===== config.mk =====
export PLATFORM = sky130hd
export DESIGN_NAME = board_draw
export DESIGN_NICKNAME = d
export VERILOG_FILES = /design/src/rtl/board_pkg.sv /design/src/rtl/delay.sv /design/src/rtl/board_draw.sv
export SDC_FILE = /design/constraint.sdc
export NUM_CORES = 1
export LEC_CHECK = 0
export CAP_MARGIN = 10
export CORE_MARGIN = 5
export CORE_UTILIZATION = 54
export DETAILED_ROUTE_END_ITERATION = 16
export GPL_TIMING_DRIVEN = 1
export PLACE_DENSITY = 0.92
export REMOVE_ABC_BUFFERS = 1
export SKIP_CTS_REPAIR_TIMING = 1
export SLEW_MARGIN = 20
export SYNTH_ARGS = -nofsm -noshare
export SYNTH_HDL_FRONTEND = slang
export SYNTH_SLANG_ARGS = --single-unit

===== constraint.sdc =====
create_clock -name clk -period 7.3 [get_ports clk]
set_input_delay 1.46 -clock clk [delete_from_list [all_inputs] [get_ports clk]]
set_output_delay 1.46 -clock clk [all_outputs]
set_load 0.02 [all_outputs]

===== src/rtl/board_pkg.sv =====
// rtl/board_pkg.sv - cell-state encoding and palette shared by the board renderer
package board_pkg;

  typedef enum logic [1:0] {
    EMPTY = 2'd0,
    SHIP  = 2'd1,
    HIT   = 2'd2,
    MISS  = 2'd3
  } cell_state_e;

  localparam logic [11:0] COLOR_WATER  = 12'h03A;
  localparam logic [11:0] COLOR_SHIP   = 12'h888;
  localparam logic [11:0] COLOR_HIT    = 12'hF00;
  localparam logic [11:0] COLOR_MISS   = 12'hFFF;
  localparam logic [11:0] COLOR_GRID   = 12'h444;
  localparam logic [11:0] COLOR_CURSOR = 12'hFF0;

  function automatic logic [11:0] cell_colour(input cell_state_e s);
    logic [11:0] c;
    c = COLOR_WATER;
    case (s)
      EMPTY: c = COLOR_WATER;
      SHIP:  c = COLOR_SHIP;
      HIT:   c = COLOR_HIT;
      MISS:  c = COLOR_MISS;
      default: c = COLOR_WATER;
    endcase
    return c;
  endfunction

endpackage


===== src/rtl/delay.sv =====
// rtl/delay.sv - fixed-length register delay line with synchronous clear
module delay #(
  parameter int WIDTH   = 8,
  parameter int CLK_DEL = 1
) (
  input  logic             clk,
  input  logic             rst,
  input  logic [WIDTH-1:0] din,
  output logic [WIDTH-1:0] dout
);

  logic [WIDTH-1:0] pipe_q [CLK_DEL];
  logic [WIDTH-1:0] pipe_d [CLK_DEL];

  // Next state: each stage takes the previous one, stage 0 takes the input
  always_comb begin
    pipe_d[0] = din;
    for (int i = 1; i < CLK_DEL; i++) begin
      pipe_d[i] = pipe_q[i-1];
    end
  end

  // Shift register with synchronous clear
  always_ff @(posedge clk) begin
    if (rst) begin
      pipe_q <= '{default: '0};
    end else begin
      pipe_q <= pipe_d;
    end
  end

  assign dout = pipe_q[CLK_DEL-1];

endmodule


===== src/rtl/board_draw.sv =====
// rtl/board_draw.sv - overlays the game board onto a VGA stream with a 3-cycle pipeline
module board_draw import board_pkg::*; #(
  parameter int X_POS        = 64,
  parameter int Y_POS        = 64,
  parameter int X_SIZE       = 16,
  parameter int Y_SIZE       = 16,
  parameter int X_ADDR_WIDTH = 4,
  parameter int Y_ADDR_WIDTH = 4,
  parameter int DATA_WIDTH   = 2,
  parameter int CELL_SHIFT   = 5
) (
  input  logic                             clk,
  input  logic                             rst,
  input  logic [10:0]                      hcount_in,
  input  logic [10:0]                      vcount_in,
  input  logic                             hsync_in,
  input  logic                             vsync_in,
  input  logic                             hblnk_in,
  input  logic                             vblnk_in,
  input  logic [11:0]                      rgb_in,
  input  logic [X_ADDR_WIDTH-1:0]          cursor_x,
  input  logic [Y_ADDR_WIDTH-1:0]          cursor_y,
  input  logic                             cursor_en,
  output logic [Y_ADDR_WIDTH+X_ADDR_WIDTH-1:0] read_addr,
  input  logic [DATA_WIDTH-1:0]            read_data,
  output logic [10:0]                      hcount_out,
  output logic [10:0]                      vcount_out,
  output logic                             hsync_out,
  output logic                             vsync_out,
  output logic                             hblnk_out,
  output logic                             vblnk_out,
  output logic [11:0]                      rgb_out
);

  localparam int AW = Y_ADDR_WIDTH + X_ADDR_WIDTH;
  // 12-bit bounds so a pixel left of / above the board never wraps into it
  localparam logic [11:0] X_LO = 12'(X_POS);
  localparam logic [11:0] X_HI = 12'(X_POS + (X_SIZE << CELL_SHIFT));
  localparam logic [11:0] Y_LO = 12'(Y_POS);
  localparam logic [11:0] Y_HI = 12'(Y_POS + (Y_SIZE << CELL_SHIFT));

  logic [11:0] hc, vc, rel_x, rel_y;

  logic                    in_board_q, in_board_d, in_board2_q, in_board2_d;
  logic                    grid_q, grid_d, grid2_q, grid2_d;
  logic [X_ADDR_WIDTH-1:0] cell_x_q, cell_x_d, cell_x2_q, cell_x2_d;
  logic [Y_ADDR_WIDTH-1:0] cell_y_q, cell_y_d, cell_y2_q, cell_y2_d;
  logic [AW-1:0]           read_addr_q, read_addr_d;
  logic [X_ADDR_WIDTH-1:0] cur_x_q, cur_x_d;
  logic [Y_ADDR_WIDTH-1:0] cur_y_q, cur_y_d;
  logic                    cur_en_q, cur_en_d;
  logic                    vblnk_prev_q, vblnk_prev_d;
  logic [11:0]             rgb_out_q, rgb_out_d;

  logic [25:0] timing_dly;
  logic [13:0] pix_dly;
  logic [11:0] rgb_d2;
  logic        hblnk_d2, vblnk_d2;

  delay #(.WIDTH(26), .CLK_DEL(3)) u_timing_dly (
    .clk  (clk),
    .rst  (rst),
    .din  ({hcount_in, vcount_in, hsync_in, vsync_in, hblnk_in, vblnk_in}),
    .dout (timing_dly)
  );

  // Background colour and blanking travel two stages to meet the stage-3 mux
  delay #(.WIDTH(14), .CLK_DEL(2)) u_pix_dly (
    .clk  (clk),
    .rst  (rst),
    .din  ({rgb_in, hblnk_in, vblnk_in}),
    .dout (pix_dly)
  );

  assign {hcount_out, vcount_out, hsync_out, vsync_out, hblnk_out, vblnk_out} = timing_dly;
  assign {rgb_d2, hblnk_d2, vblnk_d2} = pix_dly;

  // Stage 1: locate the pixel on the board and issue the cell read
  always_comb begin
    hc          = {1'b0, hcount_in};
    vc          = {1'b0, vcount_in};
    rel_x       = hc - X_LO;
    rel_y       = vc - Y_LO;
    in_board_d  = (hc >= X_LO) && (hc < X_HI) && (vc >= Y_LO) && (vc < Y_HI);
    cell_x_d    = X_ADDR_WIDTH'(rel_x >> CELL_SHIFT);
    cell_y_d    = Y_ADDR_WIDTH'(rel_y >> CELL_SHIFT);
    grid_d      = (rel_x[CELL_SHIFT-1:0] == '0) || (rel_y[CELL_SHIFT-1:0] == '0);
    read_addr_d = in_board_d ? {cell_y_d, cell_x_d} : read_addr_q;
  end

  // Stage 2: carry the stage-1 flags while the memory answers
  always_comb begin
    in_board2_d = in_board_q;
    grid2_d     = grid_q;
    cell_x2_d   = cell_x_q;
    cell_y2_d   = cell_y_q;
  end

  // Cursor is only taken on the vblnk rising edge so a frame never tears
  always_comb begin
    vblnk_prev_d = vblnk_in;
    cur_x_d      = cur_x_q;
    cur_y_d      = cur_y_q;
    cur_en_d     = cur_en_q;
    if (vblnk_in && !vblnk_prev_q) begin
      cur_x_d  = cursor_x;
      cur_y_d  = cursor_y;
      cur_en_d = cursor_en;
    end
  end

  // Stage 3: final colour by priority blank > background > grid > cursor > cell
  always_comb begin
    rgb_out_d = 12'h000;
    if (hblnk_d2 || vblnk_d2) begin
      rgb_out_d = 12'h000;
    end else if (!in_board2_q) begin
      rgb_out_d = rgb_d2;
    end else if (grid2_q) begin
      rgb_out_d = COLOR_GRID;
    end else if (cur_en_q && (cell_x2_q == cur_x_q) && (cell_y2_q == cur_y_q)) begin
      rgb_out_d = COLOR_CURSOR;
    end else begin
      rgb_out_d = cell_colour(cell_state_e'(2'(read_data)));
    end
  end

  // Pipeline and cursor registers
  always_ff @(posedge clk) begin
    if (rst) begin
      in_board_q   <= 1'b0;
      grid_q       <= 1'b0;
      cell_x_q     <= '0;
      cell_y_q     <= '0;
      read_addr_q  <= '0;
      in_board2_q  <= 1'b0;
      grid2_q      <= 1'b0;
      cell_x2_q    <= '0;
      cell_y2_q    <= '0;
      cur_x_q      <= '0;
      cur_y_q      <= '0;
      cur_en_q     <= 1'b0;
      vblnk_prev_q <= 1'b0;
      rgb_out_q    <= 12'h000;
    end else begin
      in_board_q   <= in_board_d;
      grid_q       <= grid_d;
      cell_x_q     <= cell_x_d;
      cell_y_q     <= cell_y_d;
      read_addr_q  <= read_addr_d;
      in_board2_q  <= in_board2_d;
      grid2_q      <= grid2_d;
      cell_x2_q    <= cell_x2_d;
      cell_y2_q    <= cell_y2_d;
      cur_x_q      <= cur_x_d;
      cur_y_q      <= cur_y_d;
      cur_en_q     <= cur_en_d;
      vblnk_prev_q <= vblnk_prev_d;
      rgb_out_q    <= rgb_out_d;
    end
  end

  assign read_addr = read_addr_q;
  assign rgb_out   = rgb_out_q;

endmodule


==> impl_metrics.ini <==
[setup_path]
critPathCaptureType = flop
highest_delay_cell_along_the_critical_path = nor4_4
cp.buffers_inverters = 1
cpPeakStageDelay_ns = 0.58
top_family_by_delay_on_critical_path = simple AND/OR/NAND/NOR gates
criticalPathCategory = primary input to flop
crit_path_start_kind = primary input
worstPathCellList = clkdlybuf4s50_1 -> ha_1 -> or3b_2 -> o31a_1 -> nor4_4 -> mux2_2
crit_required_ns = 7.70
arrival_time_reported_for_the_critical_path_endpoint_ns = 3.93
timing.critical_path.fanout_max = 9

[yosys]
post_syn_area_um2 = 4630
synth.lib_cells_used.distinct = 31
synth_simple_gate_area_share_pct = 23.0
yosys.area_share.xor_xnor_pct = 1.89
yosys.area.top_type = dfxtp_1
synth_area_per_cell_um2 = 11.0
synth-seq-area-share_pct = 63.6
synth_top_family_by_area = simple AND/OR/NAND/NOR gates
share_of_synthesized_cell_area_in_full_adder_half_adder_and_majority_cells_pct = 2.43
synthesis.instances = 420
yosys-mux-area-fraction_pct = 1.95
yosys_register_bits = 147
post-synth-top-area-fraction_pct = 63.6
ys_top_cells_by_area = dfxtp_1 64%, nor2b_1 16%, ha_1 2.4%
synth-compound-area-share_pct = 4.87
yosys_warnings = 0

[power]
peakVddDrop_mv = 0.195
power.density_nw_per_um2 = 292
pwr-share-clk_pct = 47.3
p_int_w = 0.00143
power.combinational.fraction_pct = 6.5
seq_power_share_pct = 46.2
switching_power_w = 0.000396
switching_share_pct = 21.6
cellLeakagePower_nw = 2.46

[detailed_routing]
wl_um = 8740
vias_per_cell = 4.76
drtAntennaViolNets = 0
vias = 3023
first_iter_violations = 96
drtPass1Iterations = 5
drcViolationCount = 0
drt-wirelength-per-cell_um = 13.8

[cts]
clock_tree.root_cell = clkbuf_8
clock_tree.buffer_depth = 2
cts_tree = yes
htree_levels = 4
clock-sinks = 147
worstSkewPairLatency_ns = 0.51
clkSlewWorstSetupHoldPaths_ns = 0.06
cts_inserted_buffers = 17

[floorplanning]
die_area_um2 = 10500
fp.dieH_um = 103
core-area_um2 = 8300
io-pin-count = 97
floorplan.initialDensity_pct = 55.7
die_width_um = 103
std_cell_rows = 33

[grt]
via_count_of_the_first_global_routing_pass = 3124
grt_max_degree = 98
grt_busiest_layer = met2
grt_antenna_before_repair = 0
groute.layer.met3.usage_pct = 7.10
wire_length_of_the_first_global_routing_pass_um = 14500
grt-ovfl-total = 0
grt.met2_usage_pct = 31.8
grt.met1_usage_pct = 20.3
grt_util_all_layers_pct = 18.1

[placed_design]
gp_routability_congestion = 0.846
dp.cells = 603
hpwlAfterDp_um = 6050
number_of_buffers_inserted_by_port_buffering = 96
detailed_place.area_um2 = 5660

[flow_run]
cap_viol_max_count = 0

[timing]
max-slew-margin-rel_pct = 42.3
rsz0062_at_grt = no
timing.setup.tns_ns = 0
setup_violations = 0
report.final.hold_viol_count = 0
max_clock_freq_ghz = 0.283
period_share_pct = 48.3
period_needed_ns = 3.53
worst_hold_slack_ns = 0.435
fin_worst_skew_ns = 0.00613
max_slew.worst_pin.slew_ns = 0.865
final-max-slew-violation-count = 0

[worst_hold_path]
hold_class = flop to flop

[finish]
flow.area_growth_from_synthesis_pct = 35.3
ratio_of_cells_with_drive_above_1_in_the_final_layout_pct = 8.68
filler_cell_count = 533
finish.instance_area_um2 = 6260
num_antenna_cells = 0
nets = 577
postLayoutCoreUtil_pct = 75.4
final_cells = 635

[run_status]
status = finished, final reports clean
==> synth_stat cells <==
cell	count
a41o_1	1
nor4_1	1
nor2b_1	122
or4_4	1
a21oi_1	14
inv_1	8
nand2_1	23
dfxtp_1	147
or3b_2	1
nand4_1	2
and3_1	1
or2_2	1
a211oi_1	1
or3_1	2
mux2_2	8
o31a_1	2
clkbuf_1	20
o31ai_1	1
nand2b_1	4
o21ai_0	9
a211o_1	1
nor4b_1	3
nor4_4	1
nor3_1	2
a31oi_1	5
nor2_1	15
xnor2_1	10
a32o_1	2
ha_1	9
o21bai_1	1
nand3_1	2
==> final timing paths <==
kind / start / endpoint / slack, ns / depth (start not counted)
setup reg to reg: cur_x_q[0] / rgb_out[3] / 5.67 / 4
setup / recovery: hcount_in[6] / read_addr[7] / 3.77 / 6
hold reg to reg: u_timing_dly.pipe_d[2] / u_timing_dly.dout[2] / 0.43 / 1
hold / removal: u_timing_dly.pipe_d[2] / u_timing_dly.dout[2] / 0.43 / 1
==> routing by layer <==
layer,part of all wire (%),wire (µm),vias up
met1,41,3550,1377
met4,0.39,34,0
met5,0,0,-
li1,-,-,1541
met2,52,4500,100
met3,7.4,651,5
==> cells by family (layout without fill, tap and decap cells) <==
kind of cell	after synthesis	after routing
xor gates and xnor gates	10	10
buffers and inverters	28	138
DFF	147	147
adders and majority gates	9	9
AOI/OAI and AO/OA	37	37
muxes	8	8
and+or+nand+nor	181	181
==> power by group through the flow <==
| stage | clock [W] | sequential (W) | combinational (W) |
|---|---|---|---|
| 6_report | 0.000866 | 0.000846 | 0.000118 |
| 5_1_grt | 0.000924 | 0.000849 | 0.000130 |
| 4_1_cts | 0.000880 | 0.000846 | 0.000120 |
| 3_5_place_dp | 0 | 0.000863 | 0.000119 |
| 3_3_place_gp | 0 | 0.000862 | 0.000115 |
| 2_1_floorplan | 0 | 0.000869 | 0.0000454 |
==> state kept, by name (all words and copies together), names as in the netlist <==
name	count
cell_x2_d	3
cell_x2_q	4
cell_y2_d	3
cell_y2_q	4
cur_en_q	1
cur_x_q	4
cur_y_q	4
grid2_d	1
grid2_q	1
in_board2_d	1
in_board2_q	1
read_addr	8
rgb_out	12
u_pix_dly.dout	14
u_pix_dly.pipe_d	12
u_timing_dly.dout	26
u_timing_dly.pipe_d	48
==> cell type report <==
| type | instances | area [µm²] | share of cell area (%) |
|---|---|---|---|
| clock inverter | 13 | 173 | 2.76 |
| sequential | 147 | 2940 | 47.0 |
| multi-input combinational | 245 | 1580 | 25.2 |
| tap | 105 | 131 | 2.10 |
| inverter | 8 | 30.0 | 0.480 |
| clock buffer | 19 | 432 | 6.90 |
| timing repair buffer | 98 | 973 | 15.6 |
==> layout by cell type, fill, tap and decap left out <==
cell type	count
nor3_1	2
bufinv_16	3
nor2_1	15
nand3_1	2
nand4_1	2
xnor2_1	10
inv_1	8
inv_6	4
clkbuf_1	1
o31ai_1	1
and3_1	1
buf_4	3
a211oi_1	1
o21ai_0	9
nor4_4	1
a32o_1	2
nor2b_1	122
nor4_1	1
or3b_2	1
o31a_1	2
mux2_2	8
o21bai_1	1
dfxtp_1	147
a21oi_1	14
clkdlybuf4s50_1	95
ha_1	9
nand2_1	23
a31oi_1	5
nor4b_1	3
a41o_1	1
clkbuf_8	2
clkinvlp_4	4
nand2b_1	4
or3_1	2
or4_4	1
or2_2	1
clkbuf_16	16
clkinv_4	2
a211o_1	1
==> through the flow <==
stage	worst slack [ns]	power, W
3_5_place_dp	3.24	0.000982
4_1_cts	3.79	0.00185
5_1_grt	3.69	0.00190
3_3_place_gp	3.38	0.000977
2_1_floorplan	3.97	0.000914
6_report	3.77	0.00183
(Power assumes the default switching activity.)
